<file path="src/rtl/regfile_pkg.sv">
// Shared types and constants for the scoreboarded register file.
// Holds the sequencer state type, the register-count helper and reset values.
package regfile_pkg;

  typedef enum logic {
    IDLE  = 1'b0,
    SWEEP = 1'b1
  } rf_state_t;

  function automatic int num_regs_f(input int addr_w);
    return 1 << addr_w;
  endfunction

  localparam rf_state_t STATE_RST = IDLE;
  localparam logic      READY_RST = 1'b1;

endpackage

</file>
<file path="src/rtl/reg_scoreboard.sv">
// Pending-write scoreboard: one bit per register set by Issue, cleared by
// the matching write, by Flush, or wholesale when a clear sweep starts.
module reg_scoreboard
  import regfile_pkg::*;
#(
  parameter int ADDR_W   = 5,
  parameter int NUM_RD   = 2,
  parameter int ZERO_REG = 1
) (
  input  logic                     clk,
  input  logic                     rst_n,
  input  logic                     ready,
  input  logic                     sweep_start,
  input  logic                     reg_write,
  input  logic [ADDR_W-1:0]        write_register,
  input  logic                     issue,
  input  logic [ADDR_W-1:0]        issue_register,
  input  logic                     flush,
  input  logic [NUM_RD*ADDR_W-1:0] read_register,
  output logic [NUM_RD-1:0]        busy
);

  localparam int NUM_REGS = num_regs_f(ADDR_W);

  logic [NUM_REGS-1:0] pending_q;
  logic [NUM_REGS-1:0] pending_d;
  logic                wr_en;
  logic                issue_en;

  assign wr_en    = reg_write & ready & ~((ZERO_REG != 0) && (write_register == '0));
  assign issue_en = issue & ready & ~((ZERO_REG != 0) && (issue_register == '0));

  // Write clears first so a same-cycle Issue re-arms the bit for the new producer.
  always_comb begin
    pending_d = pending_q;
    if (sweep_start) begin
      pending_d = '0;
    end else begin
      if (wr_en) pending_d[write_register] = 1'b0;
      if (ready && flush) begin
        pending_d = '0;
      end else if (issue_en) begin
        pending_d[issue_register] = 1'b1;
      end
    end
  end

  always_ff @(posedge clk or negedge rst_n) begin
    if (!rst_n) pending_q <= '0;
    else        pending_q <= pending_d;
  end

  genvar gi;
  generate
    for (gi = 0; gi < NUM_RD; gi++) begin : g_busy
      logic [ADDR_W-1:0] addr;
      assign addr     = read_register[gi*ADDR_W +: ADDR_W];
      assign busy[gi] = ready & pending_q[addr]
                      & ~(reg_write && (write_register == addr))
                      & ~((ZERO_REG != 0) && (addr == '0));
    end
  endgenerate

endmodule

</file>
<file path="src/rtl/reg_file_sb.sv">
// Multi-read-port register file with write bypass, pending-write scoreboard
// and a one-register-per-cycle synchronous clear sweep.
module reg_file_sb
  import regfile_pkg::*;
#(
  parameter int DATA_W   = 32,
  parameter int ADDR_W   = 5,
  parameter int NUM_RD   = 2,
  parameter int ZERO_REG = 1
) (
  input  logic                     Clk,
  input  logic                     Rst_n,
  input  logic [NUM_RD*ADDR_W-1:0] ReadRegister,
  output logic [NUM_RD*DATA_W-1:0] DataRead,
  output logic [NUM_RD-1:0]        Busy,
  input  logic                     RegWrite,
  input  logic [ADDR_W-1:0]        WriteRegister,
  input  logic [DATA_W-1:0]        WriteData,
  input  logic                     Issue,
  input  logic [ADDR_W-1:0]        IssueRegister,
  input  logic                     Flush,
  input  logic                     Clear,
  output logic                     Ready
);

  localparam int NUM_REGS = num_regs_f(ADDR_W);

  rf_state_t         state_q, state_d;
  logic [ADDR_W-1:0] idx_q, idx_d;
  logic              ready_q, ready_d;
  logic [DATA_W-1:0] regs_q [NUM_REGS];
  logic [DATA_W-1:0] regs_d [NUM_REGS];
  logic              wr_en;
  logic              sweep_start;

  assign wr_en       = RegWrite & ready_q & ~((ZERO_REG != 0) && (WriteRegister == '0));
  assign sweep_start = (state_q == IDLE) && Clear;
  assign Ready       = ready_q;

  always_comb begin
    state_d = state_q;
    idx_d   = idx_q;
    case (state_q)
      IDLE: begin
        if (Clear) begin
          state_d = SWEEP;
          idx_d   = '0;
        end
      end
      SWEEP: begin
        idx_d = idx_q + 1'b1;
        if (idx_q == {ADDR_W{1'b1}}) state_d = IDLE;
      end
      default: state_d = IDLE;
    endcase
    ready_d = (state_d == IDLE);
  end

  always_comb begin
    regs_d = regs_q;
    if (state_q == SWEEP)  regs_d[idx_q]         = '0;
    else if (wr_en)        regs_d[WriteRegister] = WriteData;
  end

  always_ff @(posedge Clk or negedge Rst_n) begin
    if (!Rst_n) begin
      state_q <= STATE_RST;
      idx_q   <= '0;
      ready_q <= READY_RST;
      regs_q  <= '{default: '0};
    end else begin
      state_q <= state_d;
      idx_q   <= idx_d;
      ready_q <= ready_d;
      regs_q  <= regs_d;
    end
  end

  genvar gi;
  generate
    for (gi = 0; gi < NUM_RD; gi++) begin : g_rd
      logic [ADDR_W-1:0] addr;
      assign addr = ReadRegister[gi*ADDR_W +: ADDR_W];
      assign DataRead[gi*DATA_W +: DATA_W] =
          !ready_q                               ? '0 :
          ((ZERO_REG != 0) && (addr == '0))      ? '0 :
          (RegWrite && (WriteRegister == addr))  ? WriteData :
                                                   regs_q[addr];
    end
  endgenerate

  reg_scoreboard #(
    .ADDR_W  (ADDR_W),
    .NUM_RD  (NUM_RD),
    .ZERO_REG(ZERO_REG)
  ) u_scoreboard (
    .clk           (Clk),
    .rst_n         (Rst_n),
    .ready         (ready_q),
    .sweep_start   (sweep_start),
    .reg_write     (RegWrite),
    .write_register(WriteRegister),
    .issue         (Issue),
    .issue_register(IssueRegister),
    .flush         (Flush),
    .read_register (ReadRegister),
    .busy          (Busy)
  );

endmodule

</file>
<file path="config.mk">
export PLATFORM = sky130hd
export DESIGN_NAME = reg_file_sb
export DESIGN_NICKNAME = d
export VERILOG_FILES = /design/src/rtl/regfile_pkg.sv /design/src/rtl/reg_scoreboard.sv /design/src/rtl/reg_file_sb.sv
export SDC_FILE = /design/constraint.sdc
export NUM_CORES = 2
export LEC_CHECK = 0
export ABC_CLOCK_PERIOD_IN_PS = 5500
export BUFFER_PORTS_ARGS = -buffer_cell sky130_fd_sc_hd__buf_4
export CORE_UTILIZATION = 38
export CTS_CLUSTER_DIAMETER = 200
export DETAILED_ROUTE_END_ITERATION = 8
export GPL_TIMING_DRIVEN = 0
export PLACE_DENSITY = 0.54
export RECOVER_POWER = 50
export SETUP_SLACK_MARGIN = 0.15
export SLEW_MARGIN = 10
export SYNTH_ARGS = -nofsm -noshare
export SYNTH_HDL_FRONTEND = slang
export SYNTH_SLANG_ARGS = --single-unit
</file>
<file path="constraint.sdc">
create_clock -name Clk -period 5.5 [get_ports Clk]
set_clock_uncertainty 0.2 [all_clocks]
set_input_delay 0.275 -clock Clk [delete_from_list [all_inputs] [get_ports Clk]]
set_output_delay 0.275 -clock Clk [all_outputs]
set_load 0.05 [all_outputs]
</file>
==> flow_summary.json <==
{
  "status": "finished, violations left",
  "violations": "capacitance limit, slew limit",
  "clock_path_buffers": 3,
  "drt_iter0_drc": 6615,
  "cp.required_ns": 5.03,
  "place_inst": 6380,
  "rsz0062_at_grt": "false",
  "cp-end-kind": "primary output",
  "first_pass_iters": 6,
  "fp.dieW_um": 387.9,
  "crit_type": "input port to primary output",
  "cts_buffers": 120,
  "worst_pin_slew_ns": 3.508,
  "timing.fmax_mhz": 193.6,
  "crit_top_cell": "clkbuf_1",
  "relSlewSlack_pct": -133.9,
  "portBuffers": 81,
  "ctsResizeCount": 0,
  "wl_um": 267500,
  "gp_congestion": 1.020,
  "nFillCells": 13720,
  "synth_edf_count": 0,
  "clock_latency_ns": 0.78,
  "finalMaxSlewViolations": 665,
  "final_cells": 6659,
  "irDropWorstVdd_uv": 314.7,
  "ys_types": 60,
  "clock-root-buffer": "clkbuf_16",
  "clk_pin_slew_ns": 0.06,
  "cp-start-kind": "input port",
  "avgRoutedWirePerCell_um": 40.17,
  "core-area_um2": 147800,
  "grt_max_degree": 153,
  "dp_hpwl_um": 196800,
  "drive_above_1_share_pct": 18.84,
  "yosys_warnings": 0,
  "drtAntennaViolNets": 0,
  "fin_hold_ws_ns": 0.1093,
  "syn-mean-instance-area_um2": 12.98,
  "grt_pass1_wl_um": 369600,
  "synth-seq-area-share_pct": 47.01,
  "ios": 125,
  "synth_nets": 4422,
  "drv_cap": 12,
  "leakagePower_uw": 0.02807,
  "crit_buf_inv": 4,
  "final_area_um2": 64200,
  "multi_input_area_um2": 27230,
  "hold_path_class": "input port to register",
  "pre_cts_slack_ns": 0.8716,
  "grt-ovfl-total": 0,
  "die_h_um": 387.9,
  "via_per_inst": 7.088,
  "cts.sinks": 1063,
  "die_area_um2": 150500,
  "fin_setup_tns_ns": 0,
  "setup_viol": 0,
  "globalRouteTotalUtil_pct": 34.90,
  "final_hold_viol_count": 0,
  "cp_max_fo": 10,
  "nets": 4686,
  "grt_pass1_vias": 45850,
  "row_count": 141,
  "dpl_cell_area_um2": 59890,
  "htreeDepth": 3,
  "cts_tree": "built",
  "area_growth_pct": 13.45,
  "arrival_ns": 4.69,
  "ys_ff_latch": 1063,
  "final.setup.worst_slack_ns": 0.3356,
  "slowest_delay_ns": 1.05,
  "grt_antenna_before_repair": 15,
  "synthCells": 4359,
  "synth_area_um2": 56590,
  "synthFlopType": "dfrtp_1",
  "cp_slowest_cell": "clkbuf_1",
  "async_reset_ff_share_pct": 100.0,
  "register_area_um2": 26600,
  "start_util_pct": 38.28,
  "via_count": 47200,
  "p_per_area_nw_per_um2": 309.1,
  "drcViolationCount": 0,
  "period_share_pct": 93.90,
  "post-route-min-period_ns": 5.164,
  "worstPathCellList": "clkbuf_1, clkbuf_1, clkbuf_1, o221ai_1, o221ai_1, a31oi_1, buf_4",
  "critPathTopFamily": "buffers and inverters"
}
cells in the final DEF (no fill, tap or decap), types with 6 or more instances in the layout:
master / synthesis / routed
a21oi_1: 64 / 65
a221o_1: 18 / 18
a221oi_1: 16 / 16
a22o_1: 1047 / 1047
a22oi_1: 124 / 124
a31oi_1: 102 / 102
a41oi_1: 13 / 13
and2_0: 1 / 6
and2_1: 37 / 32
and3_1: 7 / 7
buf_1: 49 / 46
buf_2: 115 / 110
buf_4: 39 / 118
bufinv_16: 0 / 14
clkbuf_1: 381 / 416
clkbuf_16: 0 / 121
clkbuf_2: 2 / 10
clkbuf_8: 0 / 23
clkinv_2: 0 / 26
dfrtp_1: 1062 / 1062
diode_2: 0 / 6
dlygate4sd3_1: 0 / 50
inv_1: 9 / 9
mux2_2: 100 / 100
mux2i_1: 374 / 374
mux4_2: 332 / 332
nand2_1: 58 / 58
nand2b_1: 21 / 21
nand3_1: 19 / 19
nand4_1: 7 / 7
nor2_1: 15 / 14
nor2b_1: 52 / 52
nor3_1: 5 / 21
nor3_2: 17 / 8
nor3b_1: 7 / 6
nor4_1: 2 / 8
o21ai_0: 31 / 32
o221ai_1: 92 / 92
o31ai_1: 66 / 66
xnor2_1: 11 / 11
worst paths after layout:
| check | from | endpoint | slack [ns] | cells past startpoint |
|---|---|---|---|---|
| worst max-delay path | ReadRegister[9] | DataRead[56] | 0.34 | 7 |
| worst min-delay path | WriteRegister[0] | u_scoreboard.pending_q[7]$_DFF_PN0_ | 0.11 | 4 |
| worst max register to register | Ready$_DFF_PN1_ | regs_q[974]$_DFFE_PN0P_ | 0.66 | 6 |
| worst min register to register | regs_q[1001]$_DFFE_PN0P_ | regs_q[1001]$_DFFE_PN0P_ | 0.31 | 1 |
| max in group asynchronous | Rst_n | regs_q[707]$_DFFE_PN0P_ | 0.94 | 5 |
| min in group asynchronous | Rst_n | regs_q[316]$_DFFE_PN0P_ | 0.38 | 3 |
flip-flops by register name (all words and copies together) (netlist names):
name,count
u_scoreboard.pending_q,32
Ready,1
state_q,1
idx_q,5
regs_q,1024
per-stage QoR:
stage	power (uW)	utilization, %
6_report	19850	43.43
4_1_cts	19750	43.65
5_1_grt	20180	43.42
3_5_place_dp	11200	40.51
3_3_place_gp	11170	40.32
2_1_floorplan	9710	-
final cells by class:
| cell class | instances | share of cell area (%) |
|---|---|---|
| Clock buffer | 172 | 5.373 |
| Tap cell | 1930 | 3.761 |
| Timing Repair Buffer | 142 | 1.959 |
| Sequential cell | 1063 | 41.44 |
| Antenna cell | 6 | 0.02339 |
| Inverter | 11 | 0.06431 |
| Clock inverter | 50 | 1.037 |
| Multi-Input combinational cell | 2696 | 42.42 |
| Buffer | 589 | 3.929 |
power breakdown:
part / switching, uW / internal [uW]
registers: 105 / 7940
logic: 2430 / 737
clock network: 3640 / 5000
cells in the mapped netlist, types with 58 or more instances:
cell	number	area, um^2
a21oi_1	64	320.3
clkbuf_1	381	1430
mux2i_1	374	3744
mux2_2	100	1126
nand2_1	58	217.7
a22oi_1	124	930.9
a22o_1	1047	9170
buf_2	115	575.6
o221ai_1	92	805.8
mux4_2	332	7477
dfrtp_1	1062	26580
a31oi_1	102	638.1
o31ai_1	66	495.5
worst register-to-register path, cell delays in order (launching register included):
cell      delay, ns
dfstp_1        0.57
clkbuf_1       0.53
nand3b_1       0.64
nor3_1         1.51
a21oi_1        0.57
clkbuf_1       0.43
a22o_1         0.27
per-layer routing:
metal / wire, um / track usage [%] / up-vias
li1: - / - / 18110
met1: 103900 / 46.01 / 24860
met2: 112500 / 49.63 / 3442
met3: 34090 / 12.86 / 774
met4: 16800 / 18.74 / 16
met5: 183 / 0 / -
repair_timing:
action	4_1_cts	5_1_grt
setup buffers	0	0
hold buffers	51	0
endpoints found under the setup margin	0	0
hold endpoints to repair	538	0
cell families after synthesis:
family	count (synthesis)	share of synthesized area [%]
AO/OA/AOI/OAI	1587	23.07
flip-flops	1063	47.01
multiplexers	806	21.82
buffers and inverters	600	4.537
AND/OR/NAND/NOR	286	3.264
XOR/XNOR	12	0.1857
adder cells (fa/ha/maj)	5	0.1106
Power figures use the tool's default switching activity.
